===== src/rtl/mem_port_arbiter_pkg.sv =====
// Shared types and defaults for the IF/MEM memory-port arbiter.
// The optional timeout watchdog is enabled with MEM_ARB_TIMEOUT_EN.
package mem_port_arbiter_pkg;

  localparam int unsigned ADDR_W      = 30;
  localparam int unsigned DATA_W      = 32;
  localparam int unsigned BE_W        = 4;
  localparam int unsigned TIMEOUT_DEF = 255;

  typedef enum logic [1:0] {
    ARB_IDLE = 2'd0,
    ARB_INST = 2'd1,
    ARB_DATA = 2'd2,
    ARB_DONE = 2'd3
  } arb_state_t;

  // True while an access is outstanding on the memory port.
  function automatic logic is_wait(arb_state_t s);
    return (s == ARB_INST) || (s == ARB_DATA);
  endfunction

endpackage


===== src/rtl/mem_port_arbiter_if.sv =====
// Requester (IF/MEM) and memory-port signals of the arbiter.
// slave = arbiter side, master = pipeline/memory environment side.
interface mem_port_arbiter_if
  import mem_port_arbiter_pkg::*;
#(
  parameter int unsigned ADDR_WIDTH = ADDR_W,
  parameter int unsigned DATA_WIDTH = DATA_W
);

  logic                  InstMem_Read;
  logic [ADDR_WIDTH-1:0] InstMem_Address;
  logic                  InstMem_Ready;
  logic [DATA_WIDTH-1:0] InstMem_Data;

  logic                  DataMem_Read;
  logic                  DataMem_Write;
  logic [ADDR_WIDTH-1:0] DataMem_Address;
  logic [DATA_WIDTH-1:0] DataMem_WriteData;
  logic [BE_W-1:0]       DataMem_ByteEn;
  logic                  DataMem_Ready;
  logic [DATA_WIDTH-1:0] DataMem_ReadData;
  logic                  MEM_Stall_Controller;

  logic                  Mem_Req;
  logic                  Mem_We;
  logic [ADDR_WIDTH-1:0] Mem_Address;
  logic [DATA_WIDTH-1:0] Mem_WriteData;
  logic [BE_W-1:0]       Mem_ByteEn;
  logic [DATA_WIDTH-1:0] Mem_ReadData;
  logic                  Mem_Ack;
  logic                  Mem_Error;

  modport slave (
    input  InstMem_Read, InstMem_Address,
    output InstMem_Ready, InstMem_Data,
    input  DataMem_Read, DataMem_Write, DataMem_Address, DataMem_WriteData, DataMem_ByteEn,
    output DataMem_Ready, DataMem_ReadData, MEM_Stall_Controller,
    output Mem_Req, Mem_We, Mem_Address, Mem_WriteData, Mem_ByteEn, Mem_Error,
    input  Mem_ReadData, Mem_Ack
  );

  modport master (
    output InstMem_Read, InstMem_Address,
    input  InstMem_Ready, InstMem_Data,
    output DataMem_Read, DataMem_Write, DataMem_Address, DataMem_WriteData, DataMem_ByteEn,
    input  DataMem_Ready, DataMem_ReadData, MEM_Stall_Controller,
    input  Mem_Req, Mem_We, Mem_Address, Mem_WriteData, Mem_ByteEn, Mem_Error,
    output Mem_ReadData, Mem_Ack
  );

endinterface


===== src/rtl/mem_arb_watchdog.sv =====
// Wait-cycle counter and sticky timeout flag for the memory-port arbiter.
// Instantiated only when MEM_ARB_TIMEOUT_EN is defined.
module mem_arb_watchdog
  import mem_port_arbiter_pkg::*;
#(
  parameter int unsigned TIMEOUT = TIMEOUT_DEF
) (
  input  logic clock,
  input  logic reset_n,
  input  logic busy,
  input  logic ack,
  output logic expire_c,
  output logic error
);

  localparam int unsigned CNT_W = (TIMEOUT < 2) ? 1 : $clog2(TIMEOUT);

  logic [CNT_W-1:0] cnt;

  // Fires on the TIMEOUT-th wait cycle without an ack.
  assign expire_c = busy & ~ack & (cnt == CNT_W'(TIMEOUT - 1));

  always_ff @(posedge clock or negedge reset_n) begin
    if (!reset_n) begin
      cnt   <= '0;
      error <= 1'b0;
    end else begin
      if (busy && !ack && !expire_c) cnt <= cnt + CNT_W'(1);
      else                           cnt <= '0;
      if (expire_c) error <= 1'b1;
    end
  end

endmodule


===== src/rtl/mem_port_arbiter.sv =====
// Shares one memory port between instruction fetch and data load/store; data has priority.
// Define MEM_ARB_TIMEOUT_EN to abort accesses that wait TIMEOUT cycles for Mem_Ack.
module mem_port_arbiter
  import mem_port_arbiter_pkg::*;
#(
  parameter int unsigned ADDR_WIDTH = ADDR_W,
  parameter int unsigned DATA_WIDTH = DATA_W,
  parameter int unsigned TIMEOUT    = TIMEOUT_DEF
) (
  input logic               clock,
  input logic               reset_n,
  mem_port_arbiter_if.slave bus
);

  arb_state_t state;
  logic       abort_c;
  logic       data_req_c;

  assign data_req_c               = bus.DataMem_Read | bus.DataMem_Write;
  assign bus.MEM_Stall_Controller = data_req_c & ~bus.DataMem_Ready;

`ifdef MEM_ARB_TIMEOUT_EN
  mem_arb_watchdog #(.TIMEOUT(TIMEOUT)) u_watchdog (
    .clock    (clock),
    .reset_n  (reset_n),
    .busy     (is_wait(state)),
    .ack      (bus.Mem_Ack),
    .expire_c (abort_c),
    .error    (bus.Mem_Error)
  );
`else
  logic unused_timeout;
  assign unused_timeout = ^TIMEOUT;
  assign abort_c        = 1'b0;
  assign bus.Mem_Error  = 1'b0;
`endif

  // Arbiter FSM; DONE blocks re-granting a request that is still held for one cycle.
  always_ff @(posedge clock or negedge reset_n) begin
    if (!reset_n) begin
      state                <= ARB_IDLE;
      bus.Mem_Req          <= 1'b0;
      bus.Mem_We           <= 1'b0;
      bus.Mem_Address      <= '0;
      bus.Mem_WriteData    <= '0;
      bus.Mem_ByteEn       <= '0;
      bus.InstMem_Ready    <= 1'b0;
      bus.InstMem_Data     <= '0;
      bus.DataMem_Ready    <= 1'b0;
      bus.DataMem_ReadData <= '0;
    end else begin
      bus.InstMem_Ready <= 1'b0;
      bus.DataMem_Ready <= 1'b0;
      case (state)
        ARB_IDLE: begin
          if (data_req_c) begin
            state             <= ARB_DATA;
            bus.Mem_Req       <= 1'b1;
            bus.Mem_We        <= bus.DataMem_Write;
            bus.Mem_Address   <= bus.DataMem_Address;
            bus.Mem_WriteData <= bus.DataMem_WriteData;
            bus.Mem_ByteEn    <= bus.DataMem_ByteEn;
          end else if (bus.InstMem_Read) begin
            state             <= ARB_INST;
            bus.Mem_Req       <= 1'b1;
            bus.Mem_We        <= 1'b0;
            bus.Mem_Address   <= bus.InstMem_Address;
            bus.Mem_WriteData <= '0;
            bus.Mem_ByteEn    <= '0;
          end
        end
        ARB_INST, ARB_DATA: begin
          if (bus.Mem_Ack || abort_c) begin
            state       <= ARB_DONE;
            bus.Mem_Req <= 1'b0;
            bus.Mem_We  <= 1'b0;
            if (state == ARB_INST) begin
              bus.InstMem_Ready <= 1'b1;
              bus.InstMem_Data  <= bus.Mem_Ack ? bus.Mem_ReadData : '0;
            end else begin
              bus.DataMem_Ready    <= 1'b1;
              bus.DataMem_ReadData <= (bus.Mem_Ack && !bus.Mem_We) ? bus.Mem_ReadData : '0;
            end
          end
        end
        ARB_DONE: state <= ARB_IDLE;
        default:  state <= ARB_IDLE;
      endcase
    end
  end

endmodule


===== src/flat_wrapper.sv =====
// flat-port wrapper written by rule: the top's interface ports become plain ports
module mem_port_arbiter_flat import mem_port_arbiter_pkg::*;
#(
  parameter int unsigned ADDR_WIDTH = ADDR_W,
  parameter int unsigned DATA_WIDTH = DATA_W,
  parameter int unsigned TIMEOUT    = TIMEOUT_DEF
)
  (clock, reset_n, bus_InstMem_Read, bus_InstMem_Address, bus_InstMem_Ready, bus_InstMem_Data, bus_DataMem_Read, bus_DataMem_Write, bus_DataMem_Address, bus_DataMem_WriteData, bus_DataMem_ByteEn, bus_DataMem_Ready, bus_DataMem_ReadData, bus_MEM_Stall_Controller, bus_Mem_Req, bus_Mem_We, bus_Mem_Address, bus_Mem_WriteData, bus_Mem_ByteEn, bus_Mem_Error, bus_Mem_ReadData, bus_Mem_Ack);
  mem_port_arbiter_if #(.ADDR_WIDTH(ADDR_WIDTH), .DATA_WIDTH(DATA_WIDTH)) bus_i ();
  input logic clock;
  input logic reset_n;
  input wire logic [$bits(bus_i.InstMem_Read)-1:0] bus_InstMem_Read;
  input wire logic [$bits(bus_i.InstMem_Address)-1:0] bus_InstMem_Address;
  output wire logic [$bits(bus_i.InstMem_Ready)-1:0] bus_InstMem_Ready;
  output wire logic [$bits(bus_i.InstMem_Data)-1:0] bus_InstMem_Data;
  input wire logic [$bits(bus_i.DataMem_Read)-1:0] bus_DataMem_Read;
  input wire logic [$bits(bus_i.DataMem_Write)-1:0] bus_DataMem_Write;
  input wire logic [$bits(bus_i.DataMem_Address)-1:0] bus_DataMem_Address;
  input wire logic [$bits(bus_i.DataMem_WriteData)-1:0] bus_DataMem_WriteData;
  input wire logic [$bits(bus_i.DataMem_ByteEn)-1:0] bus_DataMem_ByteEn;
  output wire logic [$bits(bus_i.DataMem_Ready)-1:0] bus_DataMem_Ready;
  output wire logic [$bits(bus_i.DataMem_ReadData)-1:0] bus_DataMem_ReadData;
  output wire logic [$bits(bus_i.MEM_Stall_Controller)-1:0] bus_MEM_Stall_Controller;
  output wire logic [$bits(bus_i.Mem_Req)-1:0] bus_Mem_Req;
  output wire logic [$bits(bus_i.Mem_We)-1:0] bus_Mem_We;
  output wire logic [$bits(bus_i.Mem_Address)-1:0] bus_Mem_Address;
  output wire logic [$bits(bus_i.Mem_WriteData)-1:0] bus_Mem_WriteData;
  output wire logic [$bits(bus_i.Mem_ByteEn)-1:0] bus_Mem_ByteEn;
  output wire logic [$bits(bus_i.Mem_Error)-1:0] bus_Mem_Error;
  input wire logic [$bits(bus_i.Mem_ReadData)-1:0] bus_Mem_ReadData;
  input wire logic [$bits(bus_i.Mem_Ack)-1:0] bus_Mem_Ack;
  assign bus_i.InstMem_Read = bus_InstMem_Read;
  assign bus_i.InstMem_Address = bus_InstMem_Address;
  assign bus_InstMem_Ready = bus_i.InstMem_Ready;
  assign bus_InstMem_Data = bus_i.InstMem_Data;
  assign bus_i.DataMem_Read = bus_DataMem_Read;
  assign bus_i.DataMem_Write = bus_DataMem_Write;
  assign bus_i.DataMem_Address = bus_DataMem_Address;
  assign bus_i.DataMem_WriteData = bus_DataMem_WriteData;
  assign bus_i.DataMem_ByteEn = bus_DataMem_ByteEn;
  assign bus_DataMem_Ready = bus_i.DataMem_Ready;
  assign bus_DataMem_ReadData = bus_i.DataMem_ReadData;
  assign bus_MEM_Stall_Controller = bus_i.MEM_Stall_Controller;
  assign bus_Mem_Req = bus_i.Mem_Req;
  assign bus_Mem_We = bus_i.Mem_We;
  assign bus_Mem_Address = bus_i.Mem_Address;
  assign bus_Mem_WriteData = bus_i.Mem_WriteData;
  assign bus_Mem_ByteEn = bus_i.Mem_ByteEn;
  assign bus_Mem_Error = bus_i.Mem_Error;
  assign bus_i.Mem_ReadData = bus_Mem_ReadData;
  assign bus_i.Mem_Ack = bus_Mem_Ack;
  mem_port_arbiter #(.ADDR_WIDTH(ADDR_WIDTH), .DATA_WIDTH(DATA_WIDTH), .TIMEOUT(TIMEOUT)) u_core (.clock(clock), .reset_n(reset_n), .bus(bus_i));
endmodule

===== config.mk =====
export PLATFORM = sky130hd
export DESIGN_NAME = mem_port_arbiter_flat
export DESIGN_NICKNAME = d
export VERILOG_FILES = /design/src/rtl/mem_port_arbiter_pkg.sv /design/src/rtl/mem_port_arbiter_if.sv /design/src/rtl/mem_arb_watchdog.sv /design/src/rtl/mem_port_arbiter.sv /design/src/flat_wrapper.sv
export SDC_FILE = /design/constraint.sdc
export NUM_CORES = 1
export LEC_CHECK = 0
export ABC_AREA = 1
export ABC_CLOCK_PERIOD_IN_PS = 1450
export CAP_MARGIN = 30
export CELL_PAD_IN_SITES_DETAIL_PLACEMENT = 1
export CELL_PAD_IN_SITES_GLOBAL_PLACEMENT = 2
export CORE_UTILIZATION = 20
export DETAILED_ROUTE_END_ITERATION = 8
export PLACE_DENSITY_LB_ADDON = 0.1
export SYNTH_ARGS = -nofsm -noshare
export SYNTH_HDL_FRONTEND = slang
export SYNTH_HIERARCHICAL = 1
export SYNTH_SLANG_ARGS = --single-unit
export TNS_END_PERCENT = 50

===== constraint.sdc =====
create_clock -name clock -period 1.45 [get_ports clock]
set_input_delay 0.145 -clock clock [delete_from_list [all_inputs] [get_ports clock]]
set_output_delay 0.145 -clock clock [all_outputs]
set_load 0.03 [all_outputs]

==> results of run 1 <==
==> worst max-delay path: cells and delay by family (launching register included) <==
kind | cells | cell delay (ns)
DFF | 1 | 0.35
adders and majority gates | 1 | 0.28
and+or+nand+nor | 4 | 0.37
buffers and inverters | 3 | 0.35
==> power breakdown <==
part	internal (mW)	switching (mW)	total [mW]
logic	3.83	7.31	11.1
registers	5.52	0.826	6.35
clock network	3.07	1.82	4.89
total	12.4	9.95	22.4
==> layout by cell type, fill, tap and decap left out <==
cell,instances
o21ai_0,31
buf_4,27
nor2_1,3
buf_12,11
clkbuf_1,1
nor2_4,2
inv_4,1
o21ai_2,1
conb_1,1
clkinv_4,4
nand2_1,435
nand3_1,36
nor2_2,1
dlygate4sd2_1,133
dlymetal6s2s_1,1
clkdlybuf4s50_1,131
nand2_2,2
clkinvlp_4,1
inv_1,5
buf_6,2
nand2_4,1
inv_6,4
clkbuf_16,19
dfrtp_1,136
dlygate4sd3_1,1
inv_2,3
bufinv_16,5
ha_4,2
==> metal layers <==
layer	wire [µm]	share of wire, %	vias up	global-route usage, %
met3	1300	6.0	13	3.84
met1	10300	47	2632	20.1
met4	188	0.86	0	4.11
met5	0	0	-	0
met2	10100	46	151	24.8
li1	-	-	2726	-
==> what timing repair did <==
action | in CTS | in global routing
pin swaps | 1 | 1
endpoints found under the hold margin | 136 | 0
resized for setup | 143 | 10
cloned | 0 | 2
hold buffers | 1 | 0
endpoints found under the setup margin | 228 | 76
buffers inserted | 1 | 2
==> through the flow <==
step	power [mW]	worst slack [ns]	hold slack [ns]	utilization [%]	area [µm²]
2_1_floorplan	12.9	0.00780	-0.151	-	5700
3_3_place_gp	18.6	-0.140	0.0533	32.3	9020
3_5_place_dp	18.6	-0.182	0.0507	32.3	9020
4_1_cts	22.6	0.00575	0.166	34.2	9560
5_1_grt	24.0	-0.0666	0.200	34.6	9660
6_report	22.4	0.0332	0.176	34.6	9660
==> registers in the layout (all words and copies together) (netlist names), 2 cells and up <==
name	count
u_core/bus.DataMem_ReadData	32
u_core/bus.InstMem_Data	32
u_core/bus.Mem_WriteData	32
u_core/bus.Mem_Address	30
u_core/bus.Mem_ByteEn	4
u_core/state	2
==> final timing paths <==
path	start	endpoint	slack [ns]
max	u_core/state[0]$_DFFE_PN0P_	u_core/bus.DataMem_ReadData[14]$_DFFE_PN0P_	0.03
min	reset_n	u_core/bus.Mem_Address[24]$_DFFE_PN0P_	0.18
max reg2reg	u_core/state[0]$_DFFE_PN0P_	u_core/bus.DataMem_ReadData[14]$_DFFE_PN0P_	0.03
min reg2reg	u_core/bus.Mem_WriteData[2]$_DFFE_PN0P_	u_core/bus.Mem_WriteData[2]$_DFFE_PN0P_	0.46
max in group asynchronous	reset_n	u_core/bus.DataMem_ReadData[2]$_DFFE_PN0P_	0.65
min in group clock	bus_DataMem_WriteData[19]	u_core/bus.Mem_WriteData[19]$_DFFE_PN0P_	0.26
==> cells by family (layout without fill, tap and decap cells) <==
kind of cell	count (synthesis)	after routing	share of synthesized area (%)
other cells	1	1	0.0658
buf+inv	48	349	4.35
compound gates	32	32	2.81
fa+ha+maj	2	2	0.439
flops	136	136	59.7
simple gates	480	480	32.6
==> cells in the mapped netlist <==
| master | n |
|---|---|
| nor2_4 | 1 |
| clkbuf_1 | 11 |
| nand2_1 | 438 |
| nand3_1 | 36 |
| dfrtp_1 | 136 |
| inv_1 | 8 |
| inv_2 | 2 |
| nor2_1 | 4 |
| buf_2 | 21 |
| buf_6 | 5 |
| nor2_2 | 1 |
| buf_4 | 1 |
| o21ai_0 | 32 |
| conb_1 | 1 |
| ha_1 | 2 |
==> final cells by class <==
| class | count | area share [%] |
|---|---|---|
| clock inverters | 13 | 2.27 |
| multi-input cells | 515 | 21.7 |
| flip-flops and latches | 136 | 35.2 |
| repair buffers | 308 | 31.0 |
| well taps | 378 | 4.90 |
| inverters | 10 | 0.466 |
| clock buffers | 18 | 4.44 |
==> run metrics, run 1 <==
GP Congestion 0.712; final antenna-violating net count 0; MaxCap Viol Count 0; Root Driver clkbuf_16; CP startpoint kind flop; Arr. time, crit path 1.77 ns; worst path cell trace inv_1 > ha_4 > nand2_4 > nor2_4 > buf_4 > buf_4 > nand3_1 > nand2_1; first-pass GRT wire length 33700 µm; Avg WL per Cell 15.9 µm; minimum clock period roughly 1.4 ns; crit path max-delay cell type dfrtp_1; Worst path max stage delay between 0.3 and 0.4 ns; Final setup viols 0; row count 61; Pwr Density 2320 nW/µm²; placed insts ~1300; share of post-route cells with drive strength above 1 under 10%; Area Growth Syn to Fin 69.5%; status finished clean; Hold WC Path Type in -> async; DPL Wire Length 14900 µm; Critical Path Sink Type flop; Final TNS setup 0 ns; Fill cells 3293; synthesized instance count 699; Slew Viols, Final 0; DR vias roughly 5500; clock slew at reported path FFs 0.06 ns; CTS tree done; vias per inst 4.01; Synth warnings 6; initial core utilization about a fifth; share of the synthesized area in the top cell type 59.7%; Die W 171 µm; worst ir drop on vdd 713 µV; Core Box Area about 28000 µm²; CTS buffer count 17; post-route insts no fill 1378; sequential cell area approximately 3400 µm²; DR pass1 iterations 4; die area 29200 µm²; die height 171 µm; most frequent CP cell buf_4; crit path kind reg -> reg; Post-Route Skew 0.0146 ns; H-tree levels 4; final worst-path cycle share 97.7%; top post-synthesis cells by area dfrtp_1 (60%), nand2_1 (29%), nand3_1 (3.2%); Cell Area, Synth 5700 µm²; RSZ-0062 raised after global routing yes; cell taking the most area after synthesis dfrtp_1; Leak Pwr 5.15 nW; largest net degree at the start of global routing 55; IO Pins 270; net count after synthesis 835; worst-skew pair later-pin latency 0.42 ns; drt drc 0; fmax ~710 MHz; Iteration-0 DRC Markers 242; Inserted Diodes 0; PortBufs 268; final hold violation count 0; initial antenna violation count 0; Synth Area per Inst 8.15 µm²; multi-input logic area 2090 µm²; Longest Clk Path Bufs 2; drt total wl 21900 µm; R2R cell count 8; Seq/Total Area, Yosys 59.7%; Critical Path RT 1.81 ns; vias in the first global route 5850; TritonCTS Sinks 136; fin nets 1124; crit-path max FO 5; Yosys reg bits 136; grt ovf 0; total track usage 15.3%; post-synthesis cell type count 15
No activity file was read; power rests on OpenSTA's default activity.
==> run 2, diff against run 1 <==
Settings changed: GPL_TIMING_DRIVEN set to 1.
==> results of run 2 <==
The final DEF is identical to that of run 1; final timing and power are the same.
